[config.mk]
export PLATFORM = sky130hd
export DESIGN_NAME = vx_serial_divider
export DESIGN_NICKNAME = d
export VERILOG_FILES = /design/src/rtl/vx_serial_divider.sv
export SDC_FILE = /design/constraint.sdc
export NUM_CORES = 1
export LEC_CHECK = 0
export ABC_AREA = 1
export CAP_MARGIN = 20
export CORE_ASPECT_RATIO = 0.9
export CORE_UTILIZATION = 44
export DETAILED_ROUTE_END_ITERATION = 12
export SYNTH_ARGS = -nofsm -noshare
export SYNTH_HDL_FRONTEND = slang
export SYNTH_SLANG_ARGS = --single-unit
[constraint.sdc]
create_clock -name clk -period 7.4 [get_ports clk]
set_input_delay 1.48 -clock clk [delete_from_list [all_inputs] [get_ports clk]]
set_output_delay 1.48 -clock clk [all_outputs]
set_load 0.03 [all_outputs]
[src/rtl/vx_serial_divider.sv]
// Radix-2 restoring serial divider: one quotient bit per cycle, valid/ready request and response, tag carried through.
// Optional macro VX_SERIAL_DIV_SHORTCUT_EN: divide-by-zero and |dividend| < |divisor| finish on the accept edge.
//
// state | meaning
// ------+--------------------------------------------------------
// IDLE  | waiting for a request, ready_in = 1
// BUSY  | iterating, counter runs W down to 1
// DONE  | result held on outputs until the response handshake
module vx_serial_divider #(
    parameter int W     = 32,
    parameter int TAG_W = 8
) (
    input  logic             clk,
    input  logic             reset,
    input  logic             valid_in,
    output logic             ready_in,
    input  logic             is_signed,
    input  logic [W-1:0]     dividend,
    input  logic [W-1:0]     divisor,
    input  logic [TAG_W-1:0] tag_in,
    output logic             valid_out,
    input  logic             ready_out,
    output logic [W-1:0]     quotient,
    output logic [W-1:0]     remainder,
    output logic [TAG_W-1:0] tag_out
);

    localparam int CNT_W = $clog2(W + 1);

    localparam logic [1:0] ST_IDLE = 2'd0;
    localparam logic [1:0] ST_BUSY = 2'd1;
    localparam logic [1:0] ST_DONE = 2'd2;

    logic [1:0]       state;
    logic [CNT_W-1:0] cnt;
    logic [W-1:0]     a;
    logic [W-1:0]     d;
    logic [W:0]       p;
    logic             q_neg;
    logic             r_neg;
    logic [TAG_W-1:0] tag_q;

    logic             accept;
    logic             div_zero;
    logic             short_hit;
    logic [W-1:0]     mag_a;
    logic [W-1:0]     mag_d;
    logic [W:0]       p_shift;
    logic             q_bit;
    logic [W:0]       p_next;
    logic [W-1:0]     a_next;

    assign ready_in  = (state == ST_IDLE) || ((state == ST_DONE) && ready_out);
    assign accept    = valid_in && ready_in;
    assign valid_out = (state == ST_DONE);

    assign div_zero = (divisor == '0);
    assign mag_a    = (is_signed && dividend[W-1]) ? -dividend : dividend;
    assign mag_d    = (is_signed && divisor[W-1])  ? -divisor  : divisor;

`ifdef VX_SERIAL_DIV_SHORTCUT_EN
    // Both cases have a trivial answer: remainder is the raw dividend.
    assign short_hit = div_zero || (mag_a < mag_d);
`else
    assign short_hit = 1'b0;
`endif

    assign p_shift = {p[W-1:0], a[W-1]};
    assign q_bit   = (p_shift >= {1'b0, d});
    assign p_next  = q_bit ? (p_shift - {1'b0, d}) : p_shift;
    assign a_next  = {a[W-2:0], q_bit};

    always_ff @(posedge clk or posedge reset) begin
        if (reset) begin
            state     <= ST_IDLE;
            cnt       <= '0;
            a         <= '0;
            d         <= '0;
            p         <= '0;
            q_neg     <= 1'b0;
            r_neg     <= 1'b0;
            tag_q     <= '0;
            quotient  <= '0;
            remainder <= '0;
            tag_out   <= '0;
        end else begin
            case (state)
                ST_IDLE, ST_DONE: begin
                    if (accept) begin
                        a     <= mag_a;
                        d     <= mag_d;
                        p     <= '0;
                        // Divide-by-zero keeps the all-ones quotient unsigned-looking.
                        q_neg <= is_signed && (dividend[W-1] ^ divisor[W-1]) && !div_zero;
                        r_neg <= is_signed && dividend[W-1];
                        tag_q <= tag_in;
                        if (short_hit) begin
                            state     <= ST_DONE;
                            cnt       <= '0;
                            quotient  <= div_zero ? '1 : '0;
                            remainder <= dividend;
                            tag_out   <= tag_in;
                        end else begin
                            state <= ST_BUSY;
                            cnt   <= CNT_W'(W);
                        end
                    end else if ((state == ST_DONE) && ready_out) begin
                        state <= ST_IDLE;
                    end
                end
                ST_BUSY: begin
                    a   <= a_next;
                    p   <= p_next;
                    cnt <= cnt - 1'b1;
                    if (cnt == CNT_W'(1)) begin
                        state     <= ST_DONE;
                        quotient  <= q_neg ? -a_next : a_next;
                        remainder <= r_neg ? -p_next[W-1:0] : p_next[W-1:0];
                        tag_out   <= tag_q;
                    end
                end
                default: begin
                    state <= ST_IDLE;
                end
            endcase
        end
    end

endmodule
==> metrics.csv <==
stage;metric;value;unit
clock_network;Clock Latency Late Sink;450;ps
setup_path;critical-path cell list;clkdlybuf4s50_1 -> nor2_1 -> nor2_1 -> clkdlybuf4s50_1;
route;drt drc;0;
finish;leading cell type in the layout, fill and taps excluded;nand2_1;
setup_path;critical path capture point type;output pin;
sta;Max-Slew Margin vs Limit;36.7;%
die;Site Rows;60;
die;DIE WIDTH;187;um
setup_path;Worst R2R Path Depth;22;
setup_path;CP top delay family;buffers and inverters;
finish;share of cells above drive strength 1;5.76;%
synth;synth unique cells;52;
grt;antenna violations before repair;0;
setup_path;worst-path fanout max;2;
sta;Hold Violations, Final;0;
synth;register bit total from synthesis;186;
min_path;WHS Path Cells;2;
route;via count;13200;
clock_network;clock transition at the registers of the reported paths;60;ps
die;Initial Util;45.1;%
synth;area leader, netlist;dfrtp_1;
finish;multi-input logic area;0.00755;mm2
die;die height;169;um
finish;area grow syn2layout;17.3;%
sta;slew of the pin with the lowest slew margin;949;ps
setup_path;slowest CP cell;clkdlybuf4s50_1;
sta;crit path time final;4570;ps
clock_network;cts bufs inserted;17;
finish;Reg area;0.00465;mm2
route;Avg WL per Cell;17.1;um
min_path;Hold Crit Class;reg2reg;
sta;unrepaired setup endpoints after global routing;no;
synth;Synthesis Warnings;0;
clock_network;Max H-tree Level;4;
clock_network;Max Root-Sink Buffers;2;
synth;sequential area share after synthesis;34.3;%
setup_path;beginning of the critical path;ready_out;
die;IO Pins;151;
synth;post-synth top area share;34.3;%
route;initial DRC count;889;
clock_network;Hold-fix buffers, CTS;0;
setup_path;crit path to;ready_in;
setup_path;Crit Path Category;in2out;
setup_path;R2R Setup Slk;2900;ps
synth;asr flop ratio synth;100;%
grt;number of global-route vias before repair;12500;
sta;Slew Limit Fails;0;
route;Pre-antenna DRT Iters;5;
sta;clk_skew;15.9;ps
placement;Port Buffer Count;150;
sta;final setup TNS;0;ps
finish;Fill cells;3082;
route;Vias/cell;5.17;
clock_network;Sink Count;186;
synth;mean post-synth cell area;6.71;um2
flow_run;# Max-Cap Violations;0;
sta;Final setup viols;0;
clock_network;CTS tree;yes;
synth;Post-synth EDFFs;0;
setup_path;Max stage delay on crit path;750;ps
setup_path;Worst Path Arrival;3090;ps
synth;synthesized area;0.0136;mm2
grt;first-pass GRT wire length;68.5;mm
route;Post-DRT Antenna Nets;0;
synth;Syn Inst Count;2025;
placement;RePlAce Congestion;0.943;
finish;Ant. Diodes;0;
setup_path;Crit path depth;4;
setup_path;R2R Path Start;d[25];
synth;top cells by area, synth;dfrtp_1 34%, nand2_1 19%, inv_1 7.5%;
grt;pin count of the biggest net entering global routing;132;
grt;GRT Total Usage;27.9;%
route;final wirelength;43.6;mm
clock_network;post-CTS sizing;0;
die;die area;0.0316;mm2
setup_path;CP Buf/Inv Count;2;
clock_network;# Post-CTS Setup Buffers;0;
finish;most frequent cells in the layout;683 x nand2_1, 269 x inv_1, 186 x dfrtp_1, 170 x nor2_1, 150 x clkdlybuf4s50_1;
placement;hpwl dp;33.8;mm
clock_network;CTS Root Cell;clkbuf_16;
setup_path;Crit path required time;5920;ps
setup_path;reg-to-reg endpoint;quotient[28];
finish;fin nets;2256;
status;outcome;finished clean;
sta;fmax;0.219;GHz
die;core area;0.0301;mm2
setup_path;critical path launch point type;input pin;
grt;total congestion overflow;0;
synth;Most used DFF post-synth;dfrtp_1;
sta;ratio of final minimum period to clock period;61.7;%
synth;net count after synthesis;2141;
[per-layer routing]
layer  part of all wire, %  global-route usage, %
met4                   1.5                   6.24
met3                   5.4                   4.02
met5                     0                      0
met2                    43                   42.2
met1                    50                   41.9
[registers in the layout, summed over array words and instances (netlist names)]
register and flops:
a 32, d 32, p 32, quotient 32
remainder 32, tag_out 8, tag_q 8, cnt 6
state 2, q_neg 1, r_neg 1
[Yosys cell counts, drive strengths merged, types with 7 or more instances]
cell type	instances
nand4	14
clkbuf	49
o31ai	8
nand2	714
ha	38
dfrtp	186
xnor2	16
o21ai	138
and2	7
or2	7
nand3b	8
inv	278
a21oi	36
o22ai	12
nor3	22
nor2	189
xor2	78
nand3	145
o221ai	31
nor4	9
buf	17
[final cells by class]
class / instances / area share (%)
inverters: 283 / 6.74
repair buffers: 162 / 10.0
multi-input cells: 1490 / 47.4
clock inverters: 9 / 0.565
clock buffers: 22 / 2.91
well taps: 403 / 3.16
flip-flops and latches: 186 / 29.2
[how the worst min path moves through the flow]
stage | endpoint | slack [ps] | start
floorplan | cnt[5] | 450 | cnt[5]
global placement | remainder[24] | 470 | remainder[24]
detailed placement | remainder[24] | 470 | remainder[24]
CTS | remainder[21] | 490 | remainder[21]
global route | remainder[23] | 500 | remainder[23]
finish | remainder[21] | 480 | remainder[21]
[worst reg2reg max path: cells and delay by family, from the launching register on]
family	cells	cell delay [ps]
adder cells (fa/ha/maj)	2	580
buffers and inverters	3	530
AND/OR/NAND/NOR	13	2370
flip-flops	1	380
XOR/XNOR	1	190
AO/OA/AOI/OAI	3	310
[per-stage QoR]
| step | instance area [um2] | hold slack (ps) | util, % | worst slack, ps | std cells |
|---|---|---|---|---|---|
| 3_5_place_dp | 15400 | 466 | 51.1 | 2850 | 2524 |
| 4_1_cts | 15900 | 485 | 52.9 | 2840 | 2555 |
| 6_report | 15900 | 480 | 52.9 | 2830 | 2555 |
| 3_3_place_gp | 15400 | 466 | 51.0 | 2840 | 2523 |
| 5_1_grt | 15900 | 496 | 52.9 | 2510 | 2555 |
| 2_1_floorplan | 13600 | 453 | - | 863 | 2025 |
[cells by family after synthesis]
| kind of cell | count (synthesis) | share of synthesized area, % |
|---|---|---|
| flip-flops | 186 | 34.3 |
| XOR/XNOR | 94 | 6.06 |
| AND/OR/NAND/NOR | 1116 | 35.4 |
| AO/OA/AOI/OAI | 241 | 10.4 |
| adder cells (fa/ha/maj) | 39 | 3.65 |
| buffers and inverters | 349 | 10.2 |
Power is left out: the tool's default activity adds up to more than one toggle a clock period on the data nets, which glitch-free logic cannot reach.
